[config.mk]
export PLATFORM = sky130hd
export DESIGN_NAME = uart_tx_strobed_flat
export DESIGN_NICKNAME = d
export VERILOG_FILES = /design/src/rtl/uart_pkg.sv /design/src/rtl/uart_tx_strobed_if.sv /design/src/rtl/uart_tx_strobed.sv /design/src/flat_wrapper.sv
export SDC_FILE = /design/constraint.sdc
export NUM_CORES = 1
export LEC_CHECK = 0
export CAP_MARGIN = 20
export CORE_MARGIN = 1.5
export CORE_UTILIZATION = 54
export CTS_CLUSTER_SIZE = 25
export DETAILED_ROUTE_END_ITERATION = 7
export HOLD_SLACK_MARGIN = 0.12
export PLACE_DENSITY = 0.9
export SETUP_SLACK_MARGIN = 0.2
export SLEW_MARGIN = 20
export SYNTH_ARGS = -nofsm -noshare
export SYNTH_HDL_FRONTEND = slang
export SYNTH_SLANG_ARGS = --single-unit
[constraint.sdc]
create_clock -name clk -period 2.05 [get_ports clk]
set_input_delay 0.5125 -clock clk [delete_from_list [all_inputs] [get_ports clk]]
set_output_delay 0.5125 -clock clk [all_outputs]
set_load 0.005 [all_outputs]
[src/rtl/uart_pkg.sv]
// Shared definitions for the strobed UART transmitter: parity selection
// constants, FSM state encoding and a frame-length helper.
package uart_pkg;

    localparam int PARITY_NONE = 0;
    localparam int PARITY_ODD  = 1;
    localparam int PARITY_EVEN = 2;

    typedef enum logic [2:0] {
        ST_IDLE  = 3'd0,
        ST_SYNC  = 3'd1,
        ST_START = 3'd2,
        ST_DATA  = 3'd3,
        ST_PAR   = 3'd4,
        ST_STOP  = 3'd5
    } uart_state_e;

    // Number of bit periods in one frame: start + data + optional parity + stop.
    function automatic int frame_len(input int data_width, input int parity, input int stop_bits);
        return 1 + data_width + ((parity != PARITY_NONE) ? 1 : 0) + stop_bits;
    endfunction

endpackage

[src/rtl/uart_tx_strobed_if.sv]
// Valid/ready word handshake into the strobed UART transmitter.
interface uart_tx_strobed_if #(
    parameter int DATA_WIDTH = 8
);
    logic [DATA_WIDTH-1:0] tx_data;
    logic                  tx_valid;
    logic                  tx_ready;

    modport master (
        output tx_data,
        output tx_valid,
        input  tx_ready
    );

    modport slave (
        input  tx_data,
        input  tx_valid,
        output tx_ready
    );
endinterface

[src/rtl/uart_tx_strobed.sv]
// Serial transmitter timed by an external one-cycle bit-rate strobe.
// Shifts words out LSB-first with start, optional parity and stop bits;
// a word accepted during the final stop bit follows with no idle gap.
module uart_tx_strobed
    import uart_pkg::*;
#(
    parameter int DATA_WIDTH = 8,
    parameter int PARITY     = 0,
    parameter int STOP_BITS  = 1
) (
    input  logic            clk,
    input  logic            rst,
    input  logic            tick,
    uart_tx_strobed_if.slave s_if,
    output logic            tx,
    output logic            busy
);

    localparam int                 IDX_W     = 4;
    localparam logic [IDX_W-1:0]   LAST_IDX  = IDX_W'(DATA_WIDTH - 1);
    localparam logic               LAST_STOP = 1'(STOP_BITS - 1);

    uart_state_e            state_q, state_d;
    logic                   tx_q, tx_d;
    logic                   ready_q, ready_d;
    logic                   busy_q, busy_d;
    logic [DATA_WIDTH-1:0]  shift_q, shift_d;
    logic                   par_q, par_d;
    logic [IDX_W-1:0]       bit_idx_q, bit_idx_d;
    logic                   stop_idx_q, stop_idx_d;
    logic                   pend_q, pend_d;
    logic                   accept_s;

    // Parity bit that makes the total number of ones odd or even as configured.
    function automatic logic calc_parity(input logic [DATA_WIDTH-1:0] d);
        if (PARITY == PARITY_ODD) begin
            return ~(^d);
        end else begin
            return ^d;
        end
    endfunction

    assign accept_s = s_if.tx_valid && ready_q;

    // Next-state and next-output computation for the frame sequencer.
    always_comb begin
        state_d    = state_q;
        tx_d       = tx_q;
        ready_d    = ready_q;
        busy_d     = busy_q;
        shift_d    = shift_q;
        par_d      = par_q;
        bit_idx_d  = bit_idx_q;
        stop_idx_d = stop_idx_q;
        pend_d     = pend_q;

        case (state_q)
            ST_IDLE: begin
                tx_d = 1'b1;
                if (accept_s) begin
                    shift_d = s_if.tx_data;
                    par_d   = calc_parity(s_if.tx_data);
                    state_d = ST_SYNC;
                    ready_d = 1'b0;
                    busy_d  = 1'b1;
                end else begin
                    ready_d = 1'b1;
                    busy_d  = 1'b0;
                end
            end

            // The accept edge leaves IDLE, so a tick in that cycle is never seen here.
            ST_SYNC: begin
                if (tick) begin
                    state_d = ST_START;
                    tx_d    = 1'b0;
                end else begin
                    state_d = ST_SYNC;
                end
            end

            ST_START: begin
                if (tick) begin
                    state_d   = ST_DATA;
                    tx_d      = shift_q[0];
                    shift_d   = shift_q >> 1;
                    bit_idx_d = {IDX_W{1'b0}};
                end else begin
                    state_d = ST_START;
                end
            end

            ST_DATA: begin
                if (tick) begin
                    if (bit_idx_q == LAST_IDX) begin
                        if (PARITY != PARITY_NONE) begin
                            state_d = ST_PAR;
                            tx_d    = par_q;
                        end else begin
                            state_d    = ST_STOP;
                            tx_d       = 1'b1;
                            stop_idx_d = 1'b0;
                            ready_d    = (LAST_STOP == 1'b0);
                        end
                    end else begin
                        bit_idx_d = bit_idx_q + 4'd1;
                        tx_d      = shift_q[0];
                        shift_d   = shift_q >> 1;
                    end
                end else begin
                    state_d = ST_DATA;
                end
            end

            ST_PAR: begin
                if (tick) begin
                    state_d    = ST_STOP;
                    tx_d       = 1'b1;
                    stop_idx_d = 1'b0;
                    ready_d    = (LAST_STOP == 1'b0);
                end else begin
                    state_d = ST_PAR;
                end
            end

            // The shift register is free during STOP, so it holds the pending word.
            ST_STOP: begin
                if (tick && (stop_idx_q == LAST_STOP)) begin
                    if (pend_q || accept_s) begin
                        state_d = ST_START;
                        tx_d    = 1'b0;
                        ready_d = 1'b0;
                        pend_d  = 1'b0;
                        if (accept_s) begin
                            shift_d = s_if.tx_data;
                            par_d   = calc_parity(s_if.tx_data);
                        end else begin
                            shift_d = shift_q;
                        end
                    end else begin
                        state_d = ST_IDLE;
                        tx_d    = 1'b1;
                        ready_d = 1'b1;
                        busy_d  = 1'b0;
                    end
                end else if (tick) begin
                    stop_idx_d = stop_idx_q + 1'b1;
                    ready_d    = ((stop_idx_q + 1'b1) == LAST_STOP);
                end else if (accept_s) begin
                    shift_d = s_if.tx_data;
                    par_d   = calc_parity(s_if.tx_data);
                    pend_d  = 1'b1;
                    ready_d = 1'b0;
                end else begin
                    state_d = ST_STOP;
                end
            end

            default: begin
                state_d = ST_IDLE;
                tx_d    = 1'b1;
                ready_d = 1'b1;
                busy_d  = 1'b0;
                pend_d  = 1'b0;
            end
        endcase
    end

    // State and output registers; reset forces an idle line immediately.
    always_ff @(posedge clk or posedge rst) begin
        if (rst) begin
            state_q    <= ST_IDLE;
            tx_q       <= 1'b1;
            ready_q    <= 1'b1;
            busy_q     <= 1'b0;
            shift_q    <= {DATA_WIDTH{1'b0}};
            par_q      <= 1'b0;
            bit_idx_q  <= {IDX_W{1'b0}};
            stop_idx_q <= 1'b0;
            pend_q     <= 1'b0;
        end else begin
            state_q    <= state_d;
            tx_q       <= tx_d;
            ready_q    <= ready_d;
            busy_q     <= busy_d;
            shift_q    <= shift_d;
            par_q      <= par_d;
            bit_idx_q  <= bit_idx_d;
            stop_idx_q <= stop_idx_d;
            pend_q     <= pend_d;
        end
    end

    assign tx            = tx_q;
    assign busy          = busy_q;
    assign s_if.tx_ready = ready_q;

endmodule

[src/flat_wrapper.sv]
// flat-port wrapper written by rule: the top's interface ports become plain ports
module uart_tx_strobed_flat import uart_pkg::*;
#(
    parameter int DATA_WIDTH = 8,
    parameter int PARITY     = 0,
    parameter int STOP_BITS  = 1
)
  (clk, rst, tick, tx, busy, s_if_tx_data, s_if_tx_valid, s_if_tx_ready);
  uart_tx_strobed_if #(.DATA_WIDTH(DATA_WIDTH)) s_if_i ();
  input  logic clk;
  input  logic rst;
  input  logic tick;
  output logic tx;
  output logic busy;
  input wire logic [$bits(s_if_i.tx_data)-1:0] s_if_tx_data;
  input wire logic [$bits(s_if_i.tx_valid)-1:0] s_if_tx_valid;
  output wire logic [$bits(s_if_i.tx_ready)-1:0] s_if_tx_ready;
  assign s_if_i.tx_data = s_if_tx_data;
  assign s_if_i.tx_valid = s_if_tx_valid;
  assign s_if_tx_ready = s_if_i.tx_ready;
  uart_tx_strobed #(.DATA_WIDTH(DATA_WIDTH), .PARITY(PARITY), .STOP_BITS(STOP_BITS)) u_core (.clk(clk), .rst(rst), .tick(tick), .s_if(s_if_i), .tx(tx), .busy(busy));
endmodule
# Word-level counts from Yosys, hierarchy flattened
# Index checks and enable logic that the tools add are counted.
[classes]
muxes = 52
n_eq_ne = 23
bitwise = 5
reduce_logical = 18
addsub = 2
[op_table]
columns = ["operator", "n"]
rows = [
  ["8-bit 2-to-1 mux", 7],
  ["8-bit one-hot mux with 4 select lines", 1],
  ["1-bit 2-to-1 mux", 26],
  ["3-bit 2-to-1 mux", 6],
  ["3-bit one-hot mux with 6 select lines", 1],
  ["2-bit != test (second input constant)", 8],
  ["4-bit 2-to-1 mux", 3],
  ["4-bit AND reduction", 3],
  ["6-bit AND reduction", 2],
  ["1-bit one-hot mux with 5 select lines", 2],
  ["5-bit AND reduction", 2],
  ["4-bit one-hot mux with 2 select lines", 1],
  ["3-bit by 2-bit equality test with 1-bit output (second input constant)", 2],
  ["3-bit equality test (second input constant)", 2],
  ["2-bit by 1-bit != test with 1-bit output (second input constant)", 3],
  ["3-bit by 2-bit != test with 1-bit output (second input constant)", 2],
  ["3-bit != test (second input constant)", 2],
  ["1-bit one-hot mux with 3 select lines", 2],
  ["1-bit NOT", 5],
  ["5-bit OR reduction", 1],
  ["4-bit by 1-bit adder with 4-bit output (second input constant)", 1],
  ["4-bit by 3-bit equality test with 1-bit output (second input constant)", 1],
  ["2-bit 2-to-1 mux", 2],
  ["4-bit by 2-bit != test with 1-bit output (second input constant)", 1],
  ["13 further kinds", 14],
]
[totals]
word_cells = 108
register_bits = 20
input_bits = 12

# Logic depth before layout (Yosys ltp)
# Gate-level depths: netlist of run 1.
[logic_depth]
word_depth = 5
depth_mapped = 6

# Worst setup path after synthesis of run 1
# No wires, ideal clock.
[synth_timing]
path_kind = "flip-flop to flip-flop"
startpoint = "reg u_core.ready_q (netlist: u_core.s_if.tx_ready)"
endpoint = "reg u_core.shift_q[0]"
slack_ns = 0.462
stages_incl_launch_ff = 5
setup_ns = 0.125
path_buffers = 0
required_ns = 1.925
arrival_time_ns = 1.463
cell_sequence = "dfstp_2 -> nand2_2 -> o311ai_4 -> nand3_4 -> mux2_4"
[synth_between]
elab_chain_cells = 5
elab_cells_between_ends = 9
[synth_rtl]
columns = ["item", "line_no", "rtl"]
rows = [
  ["start, declared", "uart_tx_strobed.sv:25", "logic ready_q, ready_d;"],
  ["start signal, assigned", "uart_tx_strobed.sv:184", "ready_q <= ready_d;"],
  ["1-bit logical AND (*)", "uart_tx_strobed.sv:43", "assign accept_s = s_if.tx_valid && ready_q;"],
  ["8-bit 2-to-1 mux", "-", ""],
  ["8-bit 2-to-1 mux (on tied branches)", "-", ""],
  ["8-bit 2-to-1 mux", "-", ""],
  ["8-bit one-hot mux with 4 select lines", "-", ""],
  ["end signal, assigned", "uart_tx_strobed.sv:176", "shift_q <= {DATA_WIDTH{1'b0}};"],
  ["end signal, assigned", "uart_tx_strobed.sv:186", "shift_q <= shift_d;"],
  ["end, declared", "uart_tx_strobed.sv:27", "logic [DATA_WIDTH-1:0] shift_q, shift_d;"],
]
# Every way passes the cells marked *; elsewhere a longest branch is shown, timed or not. The select of a mux whose other input is x is not followed.
# A chain may end at the register's enable or synchronous reset.

# Final worst setup path of run 1
[layout_timing]
startpoint = "in s_if_tx_valid"
endpoint = "reg u_core.shift_q[4]"
[layout_between]
elab_chain_cells = 5
elab_cells_between_ends = 9
[layout_rtl]
columns = ["item", "line_no", "rtl"]
rows = [
  ["start, declared", "flat_wrapper.sv:16", "input wire logic [$bits(s_if_i.tx_valid)-1:0] s_if_tx_valid;"],
  ["1-bit logical AND (*)", "uart_tx_strobed.sv:43", ""],
  ["8-bit 2-to-1 mux", "-", ""],
  ["8-bit 2-to-1 mux (on tied branches)", "-", ""],
  ["8-bit 2-to-1 mux", "-", ""],
  ["8-bit one-hot mux with 4 select lines", "-", ""],
]
# Marks and branches as above.

==> metrics.md, run 1 <==
| Metric | Value |
|---|---|
| Status | finished, final reports clean |
| # diodes | 0 |
| Final period util | between 80 and 90% |
| Initial antenna violation count | 0 |
| Gpl congestion | 0.8635 |
| Peak supply drop | 0.0007451 V |
| Fin crit period | between 1.5 and 2 ns |
| Pwr dens | 1363 nW/um2 |
| Routed len/inst | approximately 15 um |
| Initial DRC Count | 44 |
| Max Slew Vio Count | 0 |
| Share of layout cells above drive strength 1 | 23.57% |
| Die X | 50.65 um |
| Port Buf Inserts | 14 |
| Final HPWL DP | 1.893 mm |
| Post-synth top flop | dfrtp_1 |
| Proportion of synthesized chip area in sequential cells | 41.02% |
| Flops & latches, synth | 20 |
| CTS tree | built |
| # DRC | 0 |
| Most common cell after layout, fill and taps aside | nand2_1 |
| Fillers | approximately 170 |
| Final Skew | 0.001588 ns |
| Critical path buffer and inverter count | 1 |
| Overflow after GRT | 0 |
| Die Y | ~51 um |
| Die ar. | 2565 um2 |
| DRT Pass-1 Iters | 4 |
| Async SR Flop Fraction | 100.0% |
| Setup Crit Path Kind | primary input to flip-flop |
| Worst Path Max Fanout | 8 |
| Post-Synthesis Cells | 131 |
| LEAKAGE | between 0.7 and 0.8 nW |
| CTS buffer count | 3 |
| Core footprint | 2170 um2 |
| Finished Cell Area | 1518 um2 |
| Placement row count | 17 |
| Hold WC Path Type | flip-flop to flip-flop |
| H-tree depth | 1 |
| Yosys cell types | 42 |
| Synth top area cells | dfrtp_1 37%, nand2_1 9.8%, mux2_4 8.6% |
| Crit-path leading delay family | buffers and inverters |
| CP cell instances | clkdlybuf4s50_1, nand2_2, o311ai_4, nand3_4, mux2_4 |
| Hold buffers post-CTS | 0 |
| Final Hold Viols | 0 |
| Mapped Area | 1226 um2 |
| Synth warn | 0 |
| Endpoints failing setup | 0 |
| Total GRT Usage | 22.40% |
| Mapped Avg Cell Area | roughly 9.4 um2 |
| FMAX | 0.5478 GHz |
| Startpoint types | primary input |
| Number of flops mapped to enable cells by yosys | 0 |
| Vias in the first global route | 949 |
| Post-DP Area | 1453 um2 |
| Clk slew on worst S/H paths | 0.11 ns |
| Design Power | 2.069 mW |
| WP data arrival | 2.02 ns |
| Largest area contributor in the netlist | dfrtp_1 |
| Syn Nets | 144 |
| Initial Utilization | 56.52% |
| Rel. slew slack | around four fifths |
| Worst slew pin tran | 0.3026 ns |
| Most frequent cells in the layout | 32 x nand2_1, 17 x dfrtp_1, 15 x buf_4 |
| CP peak stage delay | 0.55 ns |
| Worst-Skew Late Latency | 0.30 ns |
| Vias per Instance | 5.751 |
| Root buf cell | clkbuf_4 |
| Max-Cap Viols | 0 |
| Largest net degree at the start of global routing | 21 |
| Worst EP required | 2.25 ns |
| Area grow syn2layout | 23.78% |
| Max clock buf depth | 2 |
| Final #Nets | 171 |
| First-pass GRT wire length | 4.326 mm |
| Clk sinks | 20 |
| Via count | 1064 |
| Setup crit end kind | flip-flop |
| Detail Route Antenna Nets | 0 |
| I/O pin count | 15 |
| RSZ-0062 raised after global routing | true |
| Final Util | 69.95% |
| Synth top area share | 36.73% |
| Crit-path slowest cell | clkdlybuf4s50_1 |
| Final WL | 2.708 mm |
[synth_stat cells (all sizes together), types with 2 or more instances]
master and count:
a31oi 2, or3b 2, and3 2, buf 6, nand2 34, a21boi 2, o21ai 5, o32ai 3
a21o 2, a21oi 6, dfstp 2, nand2b 4, mux2 9, nand3 6, inv 2, dfrtp 18
nor2 8
[kinds of logic (layout without fill, tap and decap cells)]
kind of cell	after synthesis	after routing	share of synthesized area, %
buffers and inverters	9	35	3.775
and+or+nand+nor	62	62	25.10
DFF	20	20	41.02
AOI/OAI and AO/OA	29	29	17.86
adders and majority gates	1	1	1.020
muxes	10	10	11.22
[cell type report]
type,count,area [um2],area share [%]
clock buffers,4,36.28,2.391
inverters,2,7.507,0.4946
multi-input cells,102,680.7,44.85
flip-flops and latches,20,504.2,33.22
well taps,28,35.03,2.308
repair buffers,29,254.0,16.74
[worst paths after layout]
| path | start | endpoint | slack [ns] | cells after the start |
|---|---|---|---|---|
| worst max-delay path | s_if_tx_valid | u_core.shift_q[4]$_DFFE_PP0P_ | 0.22 | 5 |
| worst min register to register | u_core.shift_q[7]$_DFFE_PP0P_ | u_core.shift_q[7]$_DFFE_PP0P_ | 0.51 | 1 |
| worst min-delay path | u_core.shift_q[7]$_DFFE_PP0P_ | u_core.shift_q[7]$_DFFE_PP0P_ | 0.51 | 1 |
| worst max register to register | u_core.bit_idx_q[0]$_DFFE_PP0P_ | u_core.shift_q[4]$_DFFE_PP0P_ | 0.26 | 5 |
| max in group asynchronous | rst | u_core.s_if.tx_ready$_DFFE_PP1P_ | 1.26 | 3 |
| min in group asynchronous | rst | u_core.bit_idx_q[1]$_DFFE_PP0P_ | 0.52 | 3 |
[flip-flops by register name, summed over array words and instances, names as in the netlist]
| signal | flops |
|---|---|
| u_core.shift_q | 8 |
| u_core.bit_idx_q | 4 |
| u_core.state_q | 3 |
| u_core.busy | 1 |
| u_core.pend_q | 1 |
| u_core.s_if.tx_ready | 1 |
| u_core.stop_idx_q | 1 |
| u_core.tx | 1 |
[power by group]
| group | internal (mW) | switching [mW] | total, mW | leakage [nW] |
|---|---|---|---|---|
| clock network | 0.108 | 0.125 | 0.234 | 0.0210 |
| logic | 0.613 | 0.517 | 1.13 | 0.436 |
| registers | 0.560 | 0.145 | 0.705 | 0.246 |
[through the flow]
stage          hold slack, ns  setup slack [ns]  instances  TNS, ns
5_1_grt                0.5276            0.1619        185        0
2_1_floorplan          0.4560            0.4620        131        0
6_report               0.5104            0.2245        185        0
4_1_cts                0.5157            0.2042        183        0
3_5_place_dp           0.4822           -0.1034        178  -0.7243
3_3_place_gp           0.4904          -0.06546        178  -0.4775
[metal layers]
layer | global-route usage, % | part of all wire [%]
met1 | 30.19 | 42
met4 | 6.757 | 2.3
met3 | 2.679 | 5.7
met2 | 37.72 | 50
met5 | 0 | 0
[worst register-to-register path: cells and delay by family (launching register included)]
kind	cells	cell delay, ns
multiplexers	1	0.32
adder cells (fa/ha/maj)	1	0.25
AND/OR/NAND/NOR	2	0.43
AO/OA/AOI/OAI	1	0.28
flip-flops	1	0.40
[repair_timing]
action | 4_1_cts | 5_1_grt
resized for setup | 1 | 3
setup buffers | 1 | 2
hold endpoints to repair | 0 | 0
pin swaps | 1 | 2
endpoints found under the setup margin | 3 | 9
Power figures use the tool's default switching activity.
==> run 2, diff against run 1 <==
--- a/config.mk
+++ b/config.mk
@@ -5,9 +5,10 @@
 export SDC_FILE = /design/constraint.sdc
 export NUM_CORES = 1
 export LEC_CHECK = 0
+export ABC_AREA = 1
 export CAP_MARGIN = 20
 export CORE_MARGIN = 1.5
-export CORE_UTILIZATION = 54
+export CORE_UTILIZATION = 55
 export CTS_CLUSTER_SIZE = 25
 export DETAILED_ROUTE_END_ITERATION = 7
 export HOLD_SLACK_MARGIN = 0.12
==> run 2 against run 1 <==
- hold slack worse by 0.033 ns
- cell area grew 7.3%
- synthesized area is 14% higher
- count of clock-buffer cells in the layout shrank 1
- sequential cell count unchanged
- via count grew 20%
- fmax up 8.7%
- register-to-register slack improved by 0.22 ns
- synthesized cell count is 50% higher
- critical path depth down 4
- highest routed layer unchanged
- worst setup slack improved by 0.15 ns
- power grew 22%
==> metrics.md, run 2 <==
| Metric | Value |
|---|---|
| Status | finished, final reports clean |
| Final HPWL DP | 2.240 mm |
| Flip-flop count of the largest register after layout | 8 |
| Synth top area cells | dfrtp_1 32%, nand2_1 18%, nand3_1 7.9% |
| Mapped Area | 1394 um2 |
| Final Skew | 0.003049 ns |
| Commonest cells in the netlist | 68 x nand2_1, 22 x nand3_1, 19 x nor2_1, 18 x dfrtp_1 |
| Die ar. | 2845 um2 |
| Vias in the first global route | 1142 |
| Final Util | 66.92% |
| Top-count cell post-synth | nand2_1 |
| Startpoint types | flip-flop |
| Synth top area share | 32.32% |
| Most common cell after layout, fill and taps aside | nand2_1 |
| Routed len/inst | 12.27 um |
| Core footprint | 2432 um2 |
| RSZ-0062 raised after global routing | false |
| Total GRT Usage | 25.27% |
| Mapped Avg Cell Area | 7.075 um2 |
| Final #Nets | 230 |
| Initial DRC Count | 61 |
| Reg with most FFs | u_core.shift_q |
| Clk slew on worst S/H paths | 0.12 ns |
| Max-Cap Viols | 0 |
| Via count | 1281 |
| Max Slew Vio Count | 0 |
| Max clock buf depth | 2 |
| CTS tree | built |
| WP data arrival | 1.17 ns |
| Setup_tns | 0 ns |
| Share of layout cells above drive strength 1 | 20.37% |
| Clk sinks | 20 |
| First-pass GRT wire length | 5.175 mm |
| Final Hold Viols | 0 |
| # DRC | 0 |
| Setup Crit Path Kind | flip-flop to output pin |
| Design Power | 2.524 mW |
| Largest family of logic cells by synthesized area | simple AND/OR/NAND/NOR gates |
| Initial antenna violation count | 0 |
| CTS buffer count | 3 |
| Largest area contributor in the netlist | dfrtp_1 |
| Critical path buffer and inverter count | 1 |
| FMAX | 0.5956 GHz |
| CP peak stage delay | 0.49 ns |
| Die X | 53.34 um |
| Biggest regs | u_core.shift_q: 8 flops, u_core.bit_idx_q: 4 flops, u_core.state_q: 3 flops |
| DRT Pass-1 Iters | 4 |
| Number of flops mapped to enable cells by yosys | 0 |
| Initial Utilization | 57.30% |
| Overflow after GRT | 0 |
| Die Y | 53.34 um |
| Post-synth top flop | dfrtp_1 |
| Post-Synthesis Cells | 197 |
| Setup crit end kind | output pin |
| Proportion of synthesized chip area in sequential cells | between 30 and 40% |
| Synth warn | 0 |
| # diodes | 0 |
| Pwr dens | ~1600 nW/um2 |
| Placement row count | 18 |
| Worst-Skew Late Latency | 0.31 ns |
| Final period util | 81.90% |
| Gpl congestion | 0.9703 |
| Post-DP Area | around 1600 um2 |
| Final hold slack | around 0.48 ns |
| Peak supply drop | 0.0009252 V |
| Post-CTS setup buffers | 0 |
| Final WL | between 3 and 4 mm |
| Vias per Instance | 5.207 |
| Root buf cell | clkbuf_4 |
| Worst Path Max Fanout | 2 |
| Async SR Flop Fraction | 100.0% |
| Flops & latches, synth | 20 |
| Port Buf Inserts | 14 |
| Endpoints failing setup | 0 |
| Syn Nets | 210 |
| Worst EP required | 1.54 ns |
| Most frequent cells in the layout | 68 x nand2_1, 22 x nand3_1, 19 x nor2_1 |
| CP cell instances | clkdlybuf4s50_1 |
| Worst slew pin tran | 0.4739 ns |
| Yosys cell types | 30 |
| LEAKAGE | 0.8378 nW |
| Fin crit period | 1.679 ns |
| Post-Synth Simple-Gate Area | 50.18% |
| Post-Synth Adder-Cell Area | 0.8977% |
| Area grow syn2layout | 16.79% |
| Largest net degree at the start of global routing | 21 |
| Post-synthesis mux area share | 0% |
| Detail Route Antenna Nets | 0 |
| Crit-path slowest cell | clkdlybuf4s50_1 |
| Finished Cell Area | about 1600 um2 |
| Synth Area in Compound Gates | 5.655% |
| I/O pin count | 15 |
| Xor/xnor cell area share of the yosys netlist | 0.6284% |
| Rel. slew slack | about two thirds |
| H-tree depth | 1 |
| Crit-path leading delay family | buffers and inverters |
| Hold WC Path Type | flip-flop to flip-flop |
run 2: per-stage QoR:
| step | instances | setup slack [ns] |
|---|---|---|
| finish | 246 | 0.3711 |
| global route | 246 | 0.3116 |
| CTS | 246 | 0.3514 |
| detailed placement | 242 | 0.1442 |
| global placement | 242 | 0.1660 |
| floorplan | 197 | 0.6588 |
run 2: kinds of logic (layout without fill, tap and decap cells):
family | after synthesis | after routing
simple gates | 141 | 141
buf+inv | 21 | 40
flops | 20 | 20
compound gates | 13 | 13
fa+ha+maj | 1 | 1
xor+xnor | 1 | 1
run 2: final timing paths:
path | end | from | slack [ns] | cells past startpoint
worst max-delay path | busy | u_core.busy$_DFFE_PP0P_ | 0.37 | 1
worst min-delay path | u_core.tx$_DFFE_PP1P_ | u_core.tx$_DFFE_PP1P_ | 0.48 | 2
worst max register to register | u_core.shift_q[3]$_DFFE_PP0P_ | u_core.state_q[2]$_DFFE_PP0P_ | 0.48 | 7
worst min register to register | u_core.tx$_DFFE_PP1P_ | u_core.tx$_DFFE_PP1P_ | 0.48 | 2
max in group asynchronous | u_core.tx$_DFFE_PP1P_ | rst | 1.28 | 3
min in group asynchronous | u_core.shift_q[7]$_DFFE_PP0P_ | rst | 0.50 | 3
run 2: where the power goes:
part           switching, mW  internal [mW]
registers              0.181          0.568
clock network          0.134          0.198
logic                  0.921          0.523
run 2: final cells by class:
cell class / instances / area, um2
inverters: 18 / 67.56
fillers: 198 / 804.5
flip-flops and latches: 20 / 503.0
well taps: 30 / 37.54
repair buffers: 18 / 167.7
clock inverters: 1 / 30.03
multi-input cells: 156 / 799.5
clock buffers: 3 / 22.52
run 2: metal layers:
metal	track usage [%]	vias up	share of wire, %
met4	11.97	0	3.0
met5	0	-	0
li1	-	662	-
met3	3.390	12	4.4
met1	35.61	561	48
met2	37.65	46	44
run 2: timing repair:
| item | 4_1_cts | 5_1_grt |
|---|---|---|
| setup endpoints to repair | 2 | 0 |
| endpoints found under the hold margin | 0 | 0 |
| hold buffers | 0 | 0 |
| gates resized for setup | 2 | 0 |
==> patch: new RTL, config.mk and constraints of run 1 <==
`DATA_WIDTH` is set to 8 in 3 places; all go to 10.
--- a/src/rtl/uart_tx_strobed_if.sv
+++ b/src/rtl/uart_tx_strobed_if.sv
@@ -2,3 +2,3 @@
 interface uart_tx_strobed_if #(
-    parameter int DATA_WIDTH = 8
+    parameter int DATA_WIDTH = 10
 );
--- a/src/rtl/uart_tx_strobed.sv
+++ b/src/rtl/uart_tx_strobed.sv
@@ -6,3 +6,3 @@
 #(
-    parameter int DATA_WIDTH = 8,
+    parameter int DATA_WIDTH = 10,
     parameter int PARITY     = 0,
--- a/src/flat_wrapper.sv
+++ b/src/flat_wrapper.sv
@@ -3,3 +3,3 @@
 #(
-    parameter int DATA_WIDTH = 8,
+    parameter int DATA_WIDTH = 10,
     parameter int PARITY     = 0,
Interface: changed (resized s_if_tx_data); port bits go from 15 to 17. No check against the original RTL was run, so the function may have changed too.
==> patch against run 1 <==
Area after synthesis rose by 4.0%; design area is 6.8% higher; count of clock-buffer cells in the layout fell by 1; routed wire length grew 13%; synthesized cell count is 6.9% lower; worst setup slack got worse by 0.0011 ns; total power down 9.8%; sequential cell count rose by 2; die area grew 3.7%; global-route usage rose by 0.17 points; hold slack worse by 0.019 ns; critical path type is now flip-flop to flip-flop; largest cell class unchanged.
==> patch: results (changes against run 1) <==
worst stage delay on the critical path -> 0.44 ns (-0.11 ns)
post-DP HPWL -> 1.92 mm (+1.2%)
Placement Setup Slack -> 0.0328 ns (+0.136 ns)
IO Port Bufs -> 16 (+2)
worst-margin pin slew -> 0.401 ns (+0.0987 ns)
largest net degree at the start of global routing -> 23 (+9.5%)
vias in the first global route -> 995 (+4.8%)
status -> complete, no violations
Synth Area in Adders -> 1.96% (+0.94 points)
fin cells -> 178 (-3.8%)
maximum vdd drop -> 0.000716 V (-3.9%)
DR vias/cell -> 6.07 (+5.6%)
crit-path leading delay family -> simple AND/OR/NAND/NOR gates
# nets final -> 167 (-2.3%)
CP Max Fanout -> 5 (-3)
sequential share of the synthesized area -> 43.4% (+2.4 points)
Synth Net Count -> 138 (-4.2%)
Synth Area in XOR/XNOR -> 0.687% (+0.69 points)
Largest regs -> u_core.shift_q x10, u_core.bit_idx_q x4, u_core.state_q x3
syn avg cell area -> 10.5 sq um (+12%)
Pleak -> 0.000751 uW (+6.8%)
complex-gate fraction of the synthesized area -> 17.6% (-0.29 points)
Post-Place Cell Area -> 1500 sq um (+3.3%)
switching power -> 614 uW (-22%)
routability cong. -> 0.809 (-6.3%)
## patch: cell types whose count changed after synthesis, moves of 4 or more
cell	before	now
a21oi_1	6	2
nand2_1	32	11
mux2_4	7	0
mux2_2	1	19
## patch: layout make-up
type / instances / area [sq um]
inverter: 3 / 11.3
tap: 28 / 35.0
fill: 153 / 592
timing repair buffer: 30 / 267
multi-input combinational: 91 / 702
sequential: 22 / 553
clock inverter: 1 / 30.0
clock buffer: 3 / 22.5
## patch: power groups by stage
| stage | registers [uW] | clock network (uW) | logic [uW] |
|---|---|---|---|
| 3_5_place_dp | 736 | 0 | 693 |
| 3_3_place_gp | 725 | 0 | 661 |
| 5_1_grt | 726 | 364 | 877 |
| 4_1_cts | 700 | 345 | 756 |
| 2_1_floorplan | 692 | 0 | 509 |
| 6_report | 710 | 348 | 807 |
## patch: final timing paths
| check | from | end | slack (ns) | depth (start not counted) |
|---|---|---|---|---|
| worst max-delay path | u_core.bit_idx_q[1] | u_core.shift_q[3] | 0.22 | 6 |
| worst min-delay path | u_core.bit_idx_q[3] | u_core.bit_idx_q[3] | 0.49 | 1 |
| worst max register to register | u_core.bit_idx_q[1] | u_core.shift_q[3] | 0.22 | 6 |
| worst min register to register | u_core.bit_idx_q[3] | u_core.bit_idx_q[3] | 0.49 | 1 |
| max in group asynchronous | rst | u_core.s_if.tx_ready | 1.27 | 3 |
| min in group asynchronous | rst | u_core.bit_idx_q[2] | 0.50 | 3 |
## patch: routing by layer
layer  part of all wire, %  up-vias  global-route usage [%]
li1                      -      507                       -
met1                    40      513                    28.9
met2                    51       50                    35.9
met3                   5.8       11                    4.02
met4                   3.0        0                    12.7
met5                     0        -                       0
## patch: timing repair
item                                    4_1_cts  5_1_grt
gates resized for setup                       1        3
cloned                                        0        1
setup buffers                                 3        3
endpoints found under the setup margin       11       10
